<file path="src/rtl/screen_scanner.sv">
// Raster-order reader for the 1bpp screen buffer: fetches 16-bit words and
// serialises them into a framed one-pixel-per-clock stream with blanking.
//
// state  | meaning
// IDLE   | waiting for enable
// LOAD   | two-cycle fetch of the first word of a row into the shift register
// ACTIVE | 512 pixel cycles, next word prefetched while the current one shifts
// HBLANK | idle gap after each row
// VBLANK | idle gap after the last row, frame_done on its final cycle
module screen_scanner #(
  parameter int WORDS_PER_ROW = 32,
  parameter int ROWS          = 256,
  parameter int H_BLANK       = 16,
  parameter int V_BLANK       = 64
) (
  input  logic        clk,
  input  logic        reset,
  input  logic        enable,
  output logic        rd_en,
  output logic [12:0] rd_addr,
  input  logic [15:0] rd_data,
  output logic        pixel,
  output logic        pixel_valid,
  output logic [8:0]  x,
  output logic [7:0]  y,
  output logic        line_start,
  output logic        frame_start,
  output logic        frame_done,
  output logic        busy
);

  typedef enum logic [2:0] {IDLE, LOAD, ACTIVE, HBLANK, VBLANK} state_t;

  localparam logic [15:0] HB_LOAD   = 16'(H_BLANK - 1);
  localparam logic [15:0] VB_LOAD   = 16'(V_BLANK - 1);
  localparam logic [7:0]  ROW_LAST  = 8'(ROWS - 1);
  localparam logic [4:0]  WORD_LAST = 5'(WORDS_PER_ROW - 1);

  state_t      state, state_nxt;
  logic [15:0] timer, timer_nxt;
  logic [7:0]  row, row_nxt;
  logic [4:0]  word, word_nxt;
  logic [3:0]  bitc, bitc_nxt;
  logic [15:0] shreg, shreg_nxt;
  logic [15:0] prefetch, prefetch_nxt;
  logic [12:0] addr_hold, addr_new;

  always_ff @(posedge clk or posedge reset) begin
    if (reset) begin
      state     <= IDLE;
      timer     <= '0;
      row       <= '0;
      word      <= '0;
      bitc      <= '0;
      shreg     <= '0;
      prefetch  <= '0;
      addr_hold <= '0;
    end else begin
      state    <= state_nxt;
      timer    <= timer_nxt;
      row      <= row_nxt;
      word     <= word_nxt;
      bitc     <= bitc_nxt;
      shreg    <= shreg_nxt;
      prefetch <= prefetch_nxt;
      if (rd_en) addr_hold <= addr_new;
    end
  end

  // The address output holds its last issued value between strobes.
  assign rd_addr = rd_en ? addr_new : addr_hold;

  always_comb begin
    state_nxt    = state;
    timer_nxt    = timer;
    row_nxt      = row;
    word_nxt     = word;
    bitc_nxt     = bitc;
    shreg_nxt    = shreg;
    prefetch_nxt = prefetch;
    rd_en        = 1'b0;
    addr_new     = {row, word};
    pixel        = 1'b0;
    pixel_valid  = 1'b0;
    x            = '0;
    y            = '0;
    line_start   = 1'b0;
    frame_start  = 1'b0;
    frame_done   = 1'b0;
    busy         = (state != IDLE);

    case (state)
      IDLE: begin
        if (enable) begin
          state_nxt = LOAD;
          timer_nxt = 16'd1;
        end
      end

      LOAD: begin
        if (timer != 16'd0) begin
          rd_en     = 1'b1;
          addr_new  = {row, 5'd0};
          timer_nxt = timer - 16'd1;
        end else begin
          shreg_nxt = rd_data;
          word_nxt  = '0;
          bitc_nxt  = '0;
          state_nxt = ACTIVE;
        end
      end

      ACTIVE: begin
        pixel_valid = 1'b1;
        pixel       = shreg[bitc];
        x           = {word, bitc};
        y           = row;
        line_start  = (word == 5'd0) && (bitc == 4'd0);
        frame_start = line_start && (row == 8'd0);
        bitc_nxt    = bitc + 4'd1;
        if (bitc == 4'd13 && word != WORD_LAST) begin
          rd_en    = 1'b1;
          addr_new = {row, word + 5'd1};
        end
        if (bitc == 4'd14) prefetch_nxt = rd_data;
        if (bitc == 4'd15) begin
          shreg_nxt = prefetch;
          word_nxt  = word + 5'd1;
          if (word == WORD_LAST) begin
            state_nxt = HBLANK;
            timer_nxt = HB_LOAD;
          end
        end
      end

      HBLANK: begin
        if (timer == 16'd0) begin
          if (row != ROW_LAST) begin
            row_nxt   = row + 8'd1;
            state_nxt = LOAD;
            timer_nxt = 16'd1;
          end else begin
            state_nxt = VBLANK;
            timer_nxt = VB_LOAD;
          end
        end else begin
          timer_nxt = timer - 16'd1;
        end
      end

      VBLANK: begin
        if (timer == 16'd0) begin
          frame_done = 1'b1;
          row_nxt    = '0;
          word_nxt   = '0;
          if (enable) begin
            state_nxt = LOAD;
            timer_nxt = 16'd1;
          end else begin
            state_nxt = IDLE;
          end
        end else begin
          timer_nxt = timer - 16'd1;
        end
      end

      default: state_nxt = IDLE;
    endcase
  end

endmodule

</file>
<file path="config.mk">
export PLATFORM = sky130hd
export DESIGN_NAME = screen_scanner
export DESIGN_NICKNAME = d
export VERILOG_FILES = /design/src/rtl/screen_scanner.sv
export SDC_FILE = /design/constraint.sdc
export NUM_CORES = 1
export LEC_CHECK = 0
export CAP_MARGIN = 40
export CELL_PAD_IN_SITES_DETAIL_PLACEMENT = 1
export CELL_PAD_IN_SITES_GLOBAL_PLACEMENT = 1
export CORE_MARGIN = 10
export CORE_UTILIZATION = 48
export CTS_BUF_LIST = sky130_fd_sc_hd__clkbuf_4 sky130_fd_sc_hd__clkbuf_8
export DETAILED_ROUTE_END_ITERATION = 8
export PLACE_DENSITY_LB_ADDON = 0.1
export SYNTH_ARGS = -nofsm -noshare
export SYNTH_HDL_FRONTEND = slang
export SYNTH_SLANG_ARGS = --single-unit
</file>
<file path="constraint.sdc">
create_clock -name clk -period 8.1 [get_ports clk]
set_clock_uncertainty 0.15 [all_clocks]
set_input_delay 1.62 -clock clk [delete_from_list [all_inputs] [get_ports clk]]
set_output_delay 1.62 -clock clk [all_outputs]
set_load 0.02 [all_outputs]
</file>
; ---- Yosys cells after proc, flatten, opt, wreduce, memory -nomap -nowiden
; Index checks and enable logic that the tools add are counted.
[totals]
ff_bits = 81
wordCells = 99
[op_classes]
add_sub_neg = 4
order_cmp = 1
eq_ne = 18
mux = 47
n_reduce_logical = 21
[op_table]
columns = cell, n
row1 = $mux W16, 8
row2 = $pmux W16 S5, 1
row3 = $mux W8, 4
row4 = $pmux W16 S2, 1
row5 = $mux W5, 5
row6 = $mux W3, 7
row7 = $logic_not A16 Y1, 1
row8 = $ne A2 B2 Y1 const B, 8
row9 = $pmux W8 S2, 1
row10 = $reduce_bool A16 Y1, 1
row11 = $sub A16 B1 Y16 const B, 1
row12 = $pmux W3 S5, 1
row13 = $pmux W5 S3, 1
row14 = $mux W13, 1
row15 = $eq A4 B4 Y1 const B, 3
row16 = $reduce_and A4 Y1, 3
row17 = $mux W1, 10
row18 = $pmux W5 S2, 1
row19 = $mux W9, 1
row20 = $add A8 B1 Y8 const B, 1
row21 = $logic_not A8 Y1, 1
row22 = $ne A8 B8 Y1 const B, 1
row23 = $pmux W4 S2, 1
row24 = $eq A3 B2 Y1 const B, 2
row25 = 21 further kinds, 26

; ---- Depth between registers and ports, before layout
; Gate-level depths: netlist of run 1.
[depth]
depth_word = 5
ltp_mapped = 10
mapped_depth_nobuf = 9

; ---- Worst setup path after synthesis of run 1
; OpenSTA, ideal clock, no wires.
[synth_timing]
path_type = reg2out
start = reg word[0]
end = out rd_addr[10]
arrival_time_ns = 2.454
setup_slack_ns = 3.876
stages_incl_launch_ff = 10
n_path_buf = 2
cell_sequence = dfrtp_1 ha_1 and3_1 ha_1 and4b_1 clkbuf_1 a21oi_1 nor2_1 buf_2 mux2_1
[synth_between]
elab_chain_cells = 5
[synth_rtl]
columns = element, line
row1 = "start, declared", 42  ; logic [4:0] word, word_nxt;
row2 = "start signal, assigned", 62  ; word <= word_nxt;
row3 = $ne A5 B5 Y1, 121  ; if (bitc == 4'd13 && word != WORD_LAST) begin
row4 = $logic_and A1 B1 Y1, 121
row5 = $mux W1, 121
row6 = $pmux W1 S2, 92  ; case (state)
row7 = named net rd_en, 19  ; output logic rd_en,
row8 = $mux W13, -
row9 = "end, declared", 20  ; output logic [12:0] rd_addr,
; The timed path passes the listed nets, and every way through them passes these cells.

; ---- Final worst setup path of run 1
[layout_timing]
start = reg word[0]
end = out rd_addr[9]
[layout_between]
elab_chain_cells = 5
[layout_rtl]
columns = element, line
row1 = $ne A5 B5 Y1, 121
row2 = $logic_and A1 B1 Y1, 121
row3 = $mux W1, 121
row4 = $pmux W1 S2, 92
row5 = $mux W13, -
; No other way between the ends.

==> results_dict.tcl, run 1 <==
set metrics [dict create \
    drc 0 \
    cts_buffer_depth 2 \
    antenna_found_initial 0 \
    async_reset_ff_share_pct 100 \
    path_buf_inv 2 \
    die_area_sq_mm 0.0139 \
    grt_pass1_vias 4239 \
    syn_area_sq_mm 0.00460 \
    antenna_cells 0 \
    cts_root_buf "clkbuf_8" \
    avgSynthCellArea_sq_um 9.23 \
    hold_buffers 0 \
    firstDrtPassIters 4 \
    max_cap_violations 0 \
    drt_wl_total_um 13200 \
    syn_nets 528 \
    numPortBuffers 55 \
    cts_buffers 9 \
    status "finished clean" \
    grt_use_met3_pct 4.22 \
    hold_violations 0 \
    start_kind "flop" \
    io_pins 56 \
    area_growth_pct 19.1 \
    fin_ws_ps 2640 \
    clk_pin_slew_ps 90 \
    ys_ff_latch 81 \
    ant_nets 0 \
    vias_per_cell 5.83 \
    holdCritPathClass "reg -> reg" \
    p_leak_nw 2.35 \
    setup_tns_ps 0 \
    start_util_pct 49.5 \
    dpl.hpwl_um 9150 \
    cts_sinks 81 \
    synth_cells 498 \
    dp_cells 661 \
    h-tree-depth 3 \
    dp_slack_ps 3210 \
    met2_usage_pct 33.2 \
    drive_gt1_share_pct 10.6 \
    max_stage_delay_ps 550 \
    cp-end-kind "primary output" \
    postCtsSetupBuffers 0 \
    tritoncts "done" \
    fillers 1083 \
    vias 3949 \
    grt_usage_pct 19.1 \
    p_per_area_mw_per_mm2 211 \
    grt_first_pass_wirelength_um 22100 \
    worstMarginPinSlew_ps 742 \
    die_h_um 118 \
    cp_top_family "simple AND/OR/NAND/NOR gates" \
    nNetsFinal 573 \
    period_share_pct 67.4 \
    worstPathCellList "ha_1 > and3_1 > ha_1 > and4b_1 > a21oi_1 > nor2_1 > buf_4 > mux2_1 > clkdlybuf4s50_1" \
    final_cells 677 \
    gp_congestion 0.847 \
    synth_ff_type "dfrtp_1" \
    grt_max_degree 54 \
    top_usage_layer "met2" \
    ys_seq_area_share_pct 44.1 \
    rsz0062_at_grt "no" \
    drtIter0Drc 220 \
    clkLatencyLatePin_ps 360 \
    gr-total-overflow 0 \
    synth_warnings 0 \
    slew_viol_final 0 \
    post_drt_wl_per_cell_um 19.6 \
    grt_use_met1_pct 23.5 \
    critPathMaxFanout 10 \
    arrival_ps 3690 \
    fp-row-count 35 \
    ir_worst_vdd_uv 111 \
    critPathSlowestCell "clkdlybuf4s50_1" \
    cts_resized 0 \
    critical_path_class "reg -> out" \
    design.core.area_sq_mm 0.00928 \
    cpMostUsedCell "ha_1" \
    finalSetupViolCount 0 \
    fp.dieW_um 118 \
    yosys.cell_types.count 62 \
    relSlewSlack_pct 50.0 \
    finalCriticalPeriod_ps 5460 \
    max_freq_mhz 183 \
    required_ps 6330 \
    synth_edf_count 0 \
]
==> registers in the layout (all words and copies together), names as in the netlist <==
signal,cells
addr_hold,13
bitc,4
prefetch,16
row,8
shreg,16
state,3
timer,16
word,5
==> synthesized netlist by cell type (all sizes together) (6+ instances only) <==
cell    number  area, sq um
dfrtp       81         2030
nand2       63          236
nor2        63          244
o21ai       32          160
mux2        24          270
a31oi       21          131
a21oi       18         90.1
clkbuf      18         67.6
inv         18         67.6
and2        16          101
nor3        12         60.1
ha          11          138
buf         10         56.3
a21o         9         67.6
or3          8         50.1
nand3        6         30.0
nand4        6         37.5
==> cell usage in the layout, fill, tap and decap left out, types with 6 or more instances in the layout <==
master and instances:
a31oi_1 21, ha_1 11, a21o_1 9, nand3_1 6, and2_1 15, clkbuf_8 10, dfrtp_1 81, nor3_1 12
nand2_1 63, inv_1 17, or3_1 8, nand4_1 6, nor2_1 62, mux2_2 19, a21oi_1 18, o21ai_0 31
clkdlybuf4s50_1 55
==> routing by layer <==
metal,wire length (um),up-vias
met1,5980,2027
met5,0,-
li1,-,1856
met4,102,0
met3,441,8
met2,6710,58
==> where the power goes <==
| group | switching [W] | leakage [nW] | internal, W | total [W] |
|---|---|---|---|---|
| combinational | 0.000162 | 1.23 | 0.000135 | 0.000297 |
| clock | 0.000166 | 0.109 | 0.000155 | 0.000321 |
| sequential | 0.0000770 | 1.02 | 0.000459 | 0.000536 |
==> worst reg2reg max path, cell delays in order, from the launching register on <==
cell and delay (ps):
dfrtp_1 450, inv_1 130, ha_1 150, nor4b_2 260
nand4_1 630, o21ai_0 400, and2b_1 630, buf_8 250
nor2_1 110, a22o_1 250
==> final timing paths <==
kind / start / endpoint / slack (ps) / depth (start not counted)
max in group asynchronous: reset / row[3]$_DFFE_PP0P_ / 5690 / 4
hold reg to reg: addr_hold[11]$_DFF_PP0_ / addr_hold[11]$_DFF_PP0_ / 350 / 1
min in group asynchronous: reset / prefetch[14]$_DFFE_PP0P_ / 1510 / 3
setup / recovery: word[0]$_DFFE_PP0P_ / rd_addr[9] / 2640 / 9
hold / removal: addr_hold[11]$_DFF_PP0_ / addr_hold[11]$_DFF_PP0_ / 350 / 1
setup reg to reg: timer[0]$_DFFE_PP0P_ / word[0]$_DFFE_PP0P_ / 4580 / 9
==> final cells by class <==
cell class / instances / area (sq um) / area share (%)
Multi-Input combinational cell: 371 / 2380 / 43.4
Sequential cell: 81 / 2030 / 37.0
Timing Repair Buffer: 62 / 631 / 11.5
Tap cell: 129 / 161 / 2.95
Clock buffer: 10 / 138 / 2.51
Clock inverter: 6 / 72.6 / 1.32
Inverter: 18 / 68.8 / 1.26
==> logic make-up (layout without fill, tap and decap cells) <==
| logic type | count (synthesis) | in the layout | share of synthesized area [%] |
|---|---|---|---|
| buf+inv | 46 | 96 | 4.16 |
| xor+xnor | 8 | 8 | 1.52 |
| flops | 81 | 81 | 44.1 |
| mux | 31 | 31 | 8.76 |
| compound gates | 110 | 110 | 15.1 |
| simple gates | 211 | 211 | 23.3 |
| fa+ha+maj | 11 | 11 | 2.99 |
==> through the flow <==
step | hold slack, ps | total power (W) | utilization [%] | area, sq um
3_5_place_dp | 326 | 0.000831 | 56.7 | 5270
4_1_cts | 348 | 0.00116 | 59.0 | 5480
2_1_floorplan | 321 | 0.000737 | - | 4600
5_1_grt | 369 | 0.00122 | 59.0 | 5480
6_report | 345 | 0.00115 | 59.0 | 5480
3_3_place_gp | 317 | 0.000811 | 56.3 | 5230
No activity file was read; power rests on OpenSTA's default activity.
==> inputs of run 2 (changes only) <==
--- a/config.mk
+++ b/config.mk
@@ -9,7 +9,7 @@
 export CELL_PAD_IN_SITES_DETAIL_PLACEMENT = 1
 export CELL_PAD_IN_SITES_GLOBAL_PLACEMENT = 1
 export CORE_MARGIN = 10
-export CORE_UTILIZATION = 48
+export CORE_UTILIZATION = 40
 export CTS_BUF_LIST = sky130_fd_sc_hd__clkbuf_4 sky130_fd_sc_hd__clkbuf_8
 export DETAILED_ROUTE_END_ITERATION = 8
 export PLACE_DENSITY_LB_ADDON = 0.1
==> constraint.sdc (replaced) <==
create_clock -name clk -period 4.5 [get_ports clk]
set_clock_uncertainty 0.15 [all_clocks]
set_input_delay 0.9 -clock clk [delete_from_list [all_inputs] [get_ports clk]]
set_output_delay 0.9 -clock clk [all_outputs]
set_load 0.02 [all_outputs]
==> results_dict.tcl, run 2 (synthesis gave the netlist of run 1 again) <==
set metrics [dict create \
    timing.rr.start "timer[1]$_DFFE_PP0P_" \
    io_pins 56 \
    nNetsFinal 581 \
    die_area_sq_mm 0.0162 \
    final_common_cell "dfrtp_1" \
    arrival_ps 3170 \
    multi_input_area_sq_mm 0.00239 \
    cp-startpoint "word[0]$_DFFE_PP0P_" \
    clk_pin_slew_ps 80 \
    fp-row-count 39 \
    critPathSlowestCell "clkdlybuf4s50_1" \
    gr-total-overflow 0 \
    cp_top_family "simple AND/OR/NAND/NOR gates" \
    design.core.area_sq_mm 0.0113 \
    drt_wl_total_um 13100 \
    finalSetupViolCount 0 \
    setup_tns_ps 0 \
    cts_root_buf "clkbuf_8" \
    slew_viol_final 0 \
    post_drt_wl_per_cell_um 18.7 \
    tritoncts "done" \
    fillers 1297 \
    path_buf_inv 1 \
    drive_gt1_share_pct 12.6 \
    max_cap_violations 0 \
    rsz0062_at_grt "no" \
    worstPathCellList "ha_1 > and3_1 > ha_1 > and4b_2 > nor3_2 > nor2_1 > o32ai_1 > clkdlybuf4s50_1" \
    grt_first_pass_wirelength_um 22000 \
    gp_congestion 0.832 \
    cpMostUsedCell "ha_1" \
    vias 3894 \
    cts_buffer_depth 2 \
    required_ps 3450 \
    fp.dieW_um 127 \
    h-tree-depth 3 \
    dpl.hpwl_um 9230 \
    finalCriticalPeriod_ps 4220 \
    area_growth_pct 20.8 \
    ant_nets 0 \
    period_share_pct 93.8 \
    drtIter0Drc 198 \
    firstDrtPassIters 4 \
    numPortBuffers 55 \
    hp-start "addr_hold[10]$_DFF_PP0_" \
    cp-end-kind "primary output" \
    max_freq_mhz 237 \
    cts_buffers 9 \
    drc 0 \
    critPathMaxFanout 7 \
    critical_path_class "reg -> out" \
    final_util_pct 49.0 \
    die_h_um 127 \
    max_stage_delay_ps 680 \
    grt_max_degree 38 \
    clkLatencyLatePin_ps 370 \
    grt_pass1_vias 4190 \
    reg_top3 "prefetch x16, shreg x16, timer x16" \
    hold_buffers 0 \
    worstMarginPinSlew_ps 722 \
    vias_per_cell 5.57 \
    ir_worst_vdd_uv 169 \
    start_kind "flop" \
    status "finished clean" \
    relSlewSlack_pct 51.9 \
    final_cell_mix "dfrtp_1, nand2_1, nor2_1, clkdlybuf4s50_1, o21ai_0" \
    antenna_cells 0 \
    seqCellArea_sq_mm 0.00203 \
    holdCritPathClass "reg -> reg" \
    grt_usage_pct 16.7 \
    p_leak_nw 2.49 \
    hold_violations 0 \
    antenna_found_initial 0 \
    start_util_pct 40.6 \
    p_per_area_mw_per_mm2 368 \
    cts_sinks 81 \
]
==> run 2: worst register-to-register path, stage by stage, from the launching register on <==
cell     delay (ps)
dfrtp_1         430
inv_1           150
ha_1            170
nor4b_2         290
nand4_1         130
buf_4           220
o21ai_0         150
and2b_1         610
buf_4           360
nor2_1           70
a31oi_1         160
==> run 2: area by class of cell <==
cell class	count	share of cell area [%]
multi-input combinational	371	43.1
sequential	81	36.5
timing repair buffer	70	12.3
tap	143	3.22
clock buffer	10	2.48
inverter	18	1.24
clock inverter	6	1.22
==> run 2: through the flow <==
step	hold slack (ps)	area, sq um	setup slack, ps	std cells	power (W)
2_1_floorplan	321	4600	996	498	0.00133
3_3_place_gp	315	5310	138	682	0.00147
3_5_place_dp	327	5320	389	683	0.00150
4_1_cts	344	5530	27.6	699	0.00207
5_1_grt	365	5550	50.4	699	0.00219
6_report	336	5550	279	699	0.00205
==> run 2: power by group <==
| part | switching (W) | internal [W] |
|---|---|---|
| Sequential | 0.000126 | 0.000826 |
| Clock | 0.000289 | 0.000272 |
| Combinational | 0.000281 | 0.000251 |
==> run 2: per-layer routing <==
| metal | routed length, um | vias to the layer above | track usage (%) | share of wire (%) |
|---|---|---|---|---|
| li1 | - | 1872 | - | - |
| met5 | 0 | - | 0 | 0 |
| met1 | 6260 | 1951 | 21.8 | 48 |
| met2 | 6040 | 55 | 25.9 | 46 |
| met3 | 506 | 16 | 4.01 | 3.9 |
| met4 | 251 | 0 | 7.03 | 1.9 |
==> run 2: worst paths after layout <==
kind                                      endpoint  slack [ps]  cells after the start
max                                     rd_addr[2]         280                      8
min                        addr_hold[10]$_DFF_PP0_         340                      1
min reg2reg                addr_hold[10]$_DFF_PP0_         340                      1
max reg2reg                  shreg[13]$_DFFE_PP0P_        1540                     10
min in group asynchronous     state[0]$_DFFE_PP0P_         690                      2
max in group asynchronous   addr_hold[1]$_DFF_PP0_        2690                      3
==> run 2: repair_timing <==
item,4_1_cts,5_1_grt
endpoints found under the setup margin,6,9
gates resized for setup,1,10
setup buffers,0,0
